--- src/rtl/sseg2bcd_capture.sv ---
// Recovers BCD digits from a multiplexed active-low 7-segment display bus.
// Each digit pattern must be stable before capture; full frames are published with a strobe.
module sseg2bcd_capture #(
  parameter int N_DIGITS      = 4,
  parameter int STABLE_CYCLES = 4
) (
  input  logic                  clk,
  input  logic                  rst,
  input  logic [N_DIGITS-1:0]   an,
  input  logic [6:0]            sseg,
  output logic [4*N_DIGITS-1:0] bcd,
  output logic                  bcd_valid,
  output logic                  pattern_err
);

  // state  | meaning
  // IDLE   | no single digit selected
  // SETTLE | one digit selected, counting identical samples
  // HOLD   | current digit captured, waiting for the bus to change
  localparam int CW = $clog2(STABLE_CYCLES + 1);
  localparam int IW = (N_DIGITS > 1) ? $clog2(N_DIGITS) : 1;

  typedef enum logic [1:0] {IDLE, SETTLE, HOLD} state_t;

  state_t                state, state_nxt;
  logic [CW-1:0]         cnt, cnt_nxt;
  logic [N_DIGITS-1:0]   an_q, an_p;
  logic [6:0]            sseg_q, sseg_p;
  logic [4*N_DIGITS-1:0] staging, stage_nxt;
  logic [N_DIGITS-1:0]   err_flags, err_nxt;
  logic [N_DIGITS-1:0]   mask, mask_nxt;
  logic                  legal, changed, wr_en, dec_err;
  logic [IW-1:0]         sel_idx;
  logic [3:0]            dec_val;
  int                    low_cnt;

  always_ff @(posedge clk) begin
    if (rst) begin
      an_q   <= '1;
      sseg_q <= '1;
      an_p   <= '1;
      sseg_p <= '1;
    end else begin
      an_q   <= an;
      sseg_q <= sseg;
      an_p   <= an_q;
      sseg_p <= sseg_q;
    end
  end

  always_comb begin
    low_cnt = 0;
    sel_idx = '0;
    for (int i = 0; i < N_DIGITS; i++) begin
      if (!an_q[i]) begin
        low_cnt = low_cnt + 1;
        sel_idx = IW'(i);
      end
    end
    legal   = (low_cnt == 1);
    changed = (an_q != an_p) || (sseg_q != sseg_p);
  end

  // Segment order in sseg_q is {g,f,e,d,c,b,a}, lit segments are 0.
  always_comb begin
    dec_err = 1'b0;
    case (sseg_q)
      7'b1000000: dec_val = 4'd0;
      7'b1111001: dec_val = 4'd1;
      7'b0100100: dec_val = 4'd2;
      7'b0110000: dec_val = 4'd3;
      7'b0011001: dec_val = 4'd4;
      7'b0010010: dec_val = 4'd5;
      7'b0000010: dec_val = 4'd6;
      7'b1111000: dec_val = 4'd7;
      7'b0000000: dec_val = 4'd8;
      7'b0011000: dec_val = 4'd9;
      7'b1111111: dec_val = 4'hF;
      default: begin
        dec_val = 4'hE;
        dec_err = 1'b1;
      end
    endcase
  end

  always_comb begin
    state_nxt = state;
    cnt_nxt   = cnt;
    wr_en     = 1'b0;
    case (state)
      IDLE: begin
        if (legal) begin
          state_nxt = SETTLE;
          cnt_nxt   = CW'(1);
        end else begin
          cnt_nxt = '0;
        end
      end
      SETTLE: begin
        if (!legal) begin
          state_nxt = IDLE;
          cnt_nxt   = '0;
        end else if (changed) begin
          cnt_nxt = CW'(1);
        end else if (cnt == CW'(STABLE_CYCLES)) begin
          wr_en     = 1'b1;
          state_nxt = HOLD;
        end else begin
          cnt_nxt = cnt + 1'b1;
        end
      end
      HOLD: begin
        if (!legal) begin
          state_nxt = IDLE;
          cnt_nxt   = '0;
        end else if (changed) begin
          state_nxt = SETTLE;
          cnt_nxt   = CW'(1);
        end
      end
      default: begin
        state_nxt = IDLE;
        cnt_nxt   = '0;
      end
    endcase
  end

  always_ff @(posedge clk) begin
    if (rst) begin
      state <= IDLE;
      cnt   <= '0;
    end else begin
      state <= state_nxt;
      cnt   <= cnt_nxt;
    end
  end

  always_comb begin
    stage_nxt = staging;
    err_nxt   = err_flags;
    mask_nxt  = mask;
    if (wr_en) begin
      stage_nxt[{sel_idx, 2'b00} +: 4] = dec_val;
      err_nxt[sel_idx]                 = dec_err;
      mask_nxt[sel_idx]                = 1'b1;
    end
  end

  // A slot written on the publishing edge is folded into the published frame.
  always_ff @(posedge clk) begin
    if (rst) begin
      staging     <= '0;
      err_flags   <= '0;
      mask        <= '0;
      bcd         <= '0;
      bcd_valid   <= 1'b0;
      pattern_err <= 1'b0;
    end else if (&mask) begin
      staging     <= stage_nxt;
      err_flags   <= '0;
      mask        <= '0;
      bcd         <= stage_nxt;
      bcd_valid   <= 1'b1;
      pattern_err <= |err_nxt;
    end else begin
      staging     <= stage_nxt;
      err_flags   <= err_nxt;
      mask        <= mask_nxt;
      bcd_valid   <= 1'b0;
      pattern_err <= 1'b0;
    end
  end

endmodule
--- config.mk ---
export PLATFORM = sky130hd
export DESIGN_NAME = sseg2bcd_capture
export DESIGN_NICKNAME = d
export VERILOG_FILES = /design/src/rtl/sseg2bcd_capture.sv
export SDC_FILE = /design/constraint.sdc
export NUM_CORES = 1
export LEC_CHECK = 0
export BUFFER_PORTS_ARGS = -buffer_cell sky130_fd_sc_hd__clkbuf_2
export CAP_MARGIN = 15
export CORE_ASPECT_RATIO = 1.1
export CORE_MARGIN = 2
export CORE_UTILIZATION = 35
export DETAILED_ROUTE_END_ITERATION = 10
export GPL_TIMING_DRIVEN = 1
export PLACE_DENSITY = 0.62
export SYNTH_ARGS = -nofsm -noshare
export SYNTH_HDL_FRONTEND = slang
export SYNTH_SLANG_ARGS = --single-unit
--- constraint.sdc ---
create_clock -name clk -period 7.9 [get_ports clk]
set_input_delay 1.185 -clock clk [delete_from_list [all_inputs] [get_ports clk]]
set_output_delay 1.185 -clock clk [all_outputs]
set_load 0.01 [all_outputs]
==> impl_metrics.ini <==
[min_path]
holdPathEnd = bcd[10]
hold-path-cell-count = 2
worstHoldStart = bcd[10]
hp-class = reg2reg

[synthesis]
yosysWarnings = 0
largest_cells_by_area_after_synthesis = dfxtp_1, mux2i_1, nor2_1, or2_2, xor2_1
seq_area_frac_synth = 0.477
synthesis.area_sq_mm = 0.00290
ys_seq_elements = 69
postSynthCellCount = 310
syn_area_cell_sq_um = 9.34
synth_area_leader_cell = dfxtp_1
postSynth.topFlopCell = dfxtp_1
synth.top_cell.area_share = 0.477
synth_cell_type_count = 45
synth.net_count = 328
edff_count_synth = 0
async_reset_ff_frac = 0

[sta]
slew_headroom = 0.405
timing.setup.tns_ns = 0
worst_slew_pin_slew_ns = 0.892
setup_viol_count_final = 0
final-max-slew-violation-count = 0
max_freq_mhz = 312
hold_violations = 0
rsz0062_at_grt = no
fin_worst_skew_ns = 0.00778
final_min_period_over_clock_period = 0.405
fin_worst_hold_slack_ns = 0.452
finalWorstPathRequiredPeriod_ns = 3.20

[grt]
wire_length_of_the_first_global_routing_pass_microns = 10100
first_global_vias = 2052
global_route.usage.total = 0.142
gr-total-overflow = 0
antenna_found_initial = 0
grt_start_max_net_pins = 51

[critical_path]
capturing_element_type_of_the_critical_path = register
critPathSlowestCell = or4b_4
r2r-start = an_q[1]
arrival_worst_endpoint_ns = 3.42
worstReg2RegEnd = pattern_err
rrSetupSlack_ns = 4.70
ff2ff_path_depth = 10
critPathMaxStageDelay_ns = 0.52
cpLargestDelayFamily = compound AO/OA/AOI/OAI gates
crit_buf_inv = 1
worstSetupStartpointType = register
worstSetupPathType = reg2reg
crit_fanout = 8
crit_path_frequent_cell = ha_1
crit_chain = inv_1 -> ha_1 -> xnor2_1 -> ha_1 -> or4b_4 -> a2bb2oi_2 -> a21oi_4 -> nand4_2 -> a221oi_1 -> a211oi_1
critPathRequiredTime_ns = 8.11

[clocking]
hold_buffers = 0
cts_root_buf = clkbuf_8
tritoncts.num_buffers = 9
clkLatencyLatePin_ns = 0.35
cts-htree-levels = 3
ctsResizeCount = 0
cts_sinks = 69
clk_pin_slew_worst_paths_ns = 0.08
tritoncts = done
post-cts-setup-buffer-count = 0
clock_path_buffers = 2

[flow_run]
maxCapViolations = 0

[die]
io-pin-count = 31
die_w_microns = 90.7
core.rowCount = 34
core_region_area_sq_mm = 0.00796
die_extent_in_y_microns = 99.4
floorplan.initialDensity = 0.364
die_area_sq_mm = 0.00902

[detailed_routing]
detail_route.first_pass.iterations = 4
route.vias.total = 2155
avgRoutedWirePerCell_microns = 13.0
post_drt_via_cell_ratio = 4.82
number_of_remaining_drc_errors = 0
post_route_wl_microns = 5820
post_detailed_route_count_of_antenna_violating_nets = 0
detailedRoute.firstIterationViolations = 86

[power_and_ir_drop]
power-per-cell-area_mw_per_mm2 = 219
power_leakage_nw = 1.41
ir_worst_vdd_mv = 0.107

[placement]
place.gp.congestion = 0.788
dp_hpwl_microns = 4030
portBuffers = 30

[layout]
flow.area_growth_from_synthesis_pct = 15.5
share_of_layout_cells_above_drive_strength_1 = 0.230
fin_nets = 352
antenna_cells = 0

[status]
run_status = finished, final reports clean
==> cells in the mapped netlist, drive strengths merged (2+ instances only) <==
library cell / instances
a21o: 2
clkbuf: 15
a31oi: 2
and3b: 3
dfxtp: 69
nand2: 18
buf: 3
nor2: 44
nor2b: 3
a221oi: 2
mux2i: 20
xor2: 12
a21oi: 8
ha: 5
o21ai: 15
or2: 23
nor4: 4
nand3: 6
o2111ai: 3
xnor2: 4
nor3: 5
and2: 3
a22oi: 3
a211oi: 9
and3: 4
nand4: 4
inv: 9
==> final cells by class <==
cell class | count | area, sq um
Clock buffer | 9 | 124
Multi-Input combinational cell | 214 | 1410
Sequential cell | 69 | 1380
Clock inverter | 7 | 108
Tap cell | 108 | 135
Inverter | 9 | 33.8
Fill cell | 792 | 4610
Timing Repair Buffer | 31 | 158
==> power by group <==
part           switching, W   total, W  internal [W]
logic             0.0000213  0.0000402     0.0000189
clock network      0.000147   0.000330      0.000183
registers         0.0000103   0.000364      0.000354
==> state kept, by name, indices dropped and copies added (netlist names) <==
register,count
bcd,16
staging,16
sseg_p,7
sseg_q,7
an_p,4
an_q,4
err_flags,4
mask,4
cnt,3
state,2
bcd_valid,1
pattern_err,1
==> worst reg2reg max path, cell delays in order (launching register included) <==
cell and delay (ns):
dfxtp_1 0.43, inv_1 0.11, ha_1 0.35, xnor2_1 0.15, ha_1 0.32, or4b_4 0.52, a2bb2oi_2 0.17, a21oi_4 0.23
nand4_2 0.32, a221oi_1 0.38, a211oi_1 0.10
==> how the worst max path moves through the flow <==
| stage | start | to | depth (start not counted) |
|---|---|---|---|
| global route | an_q[1] | pattern_err | 10 |
| detailed placement | an_q[1] | pattern_err | 10 |
| floorplan | an_q[1] | pattern_err | 10 |
| finish | an_q[1] | pattern_err | 10 |
| CTS | an_q[1] | pattern_err | 10 |
| global placement | an_q[1] | pattern_err | 10 |
==> cells by family after synthesis <==
logic type,synth area share
flops,0.477
compound gates,0.119
fa+ha+maj,0.0216
simple gates,0.226
mux,0.0691
buf+inv,0.0393
xor+xnor,0.0484
==> routing by layer <==
layer / routed length, microns / share of wire / track usage / up-vias
li1: - / - / - / 1117
met1: 2880 / 0.49 / 0.185 / 1006
met2: 2680 / 0.46 / 0.221 / 22
met3: 144 / 0.025 / 0.0394 / 10
met4: 122 / 0.021 / 0.0604 / 0
met5: 0 / 0 / 0 / -
==> through the flow <==
stage                util  instance area, sq um  total power (W)  instances  setup WS (ns)
finish              0.420                  3340         0.000734        447           4.70
global route        0.420                  3340         0.000767        447           4.46
CTS                 0.420                  3340         0.000743        447           4.67
detailed placement  0.391                  3110         0.000412        431           4.70
global placement    0.391                  3110         0.000411        431           4.84
floorplan               -                  2900         0.000403        310           5.01
==> cells in the final DEF (no fill, tap or decap), types with 3 or more instances in the layout <==
master / instances
a211oi_1: 9
xor2_1: 12
o21ai_1: 6
nor2_1: 44
nor4_1: 4
and3_1: 4
mux2i_1: 20
clkbuf_2: 30
dfxtp_1: 69
nand3_1: 6
o2111ai_1: 3
nand4_2: 3
ha_1: 5
and3b_1: 3
a22oi_1: 3
clkbuf_8: 9
nand2_1: 18
xnor2_1: 4
inv_1: 9
nor2b_1: 3
or2_2: 23
and2_1: 3
o21ai_0: 9
a21oi_1: 7
nor3_1: 3
No activity file was read; power rests on OpenSTA's default activity.
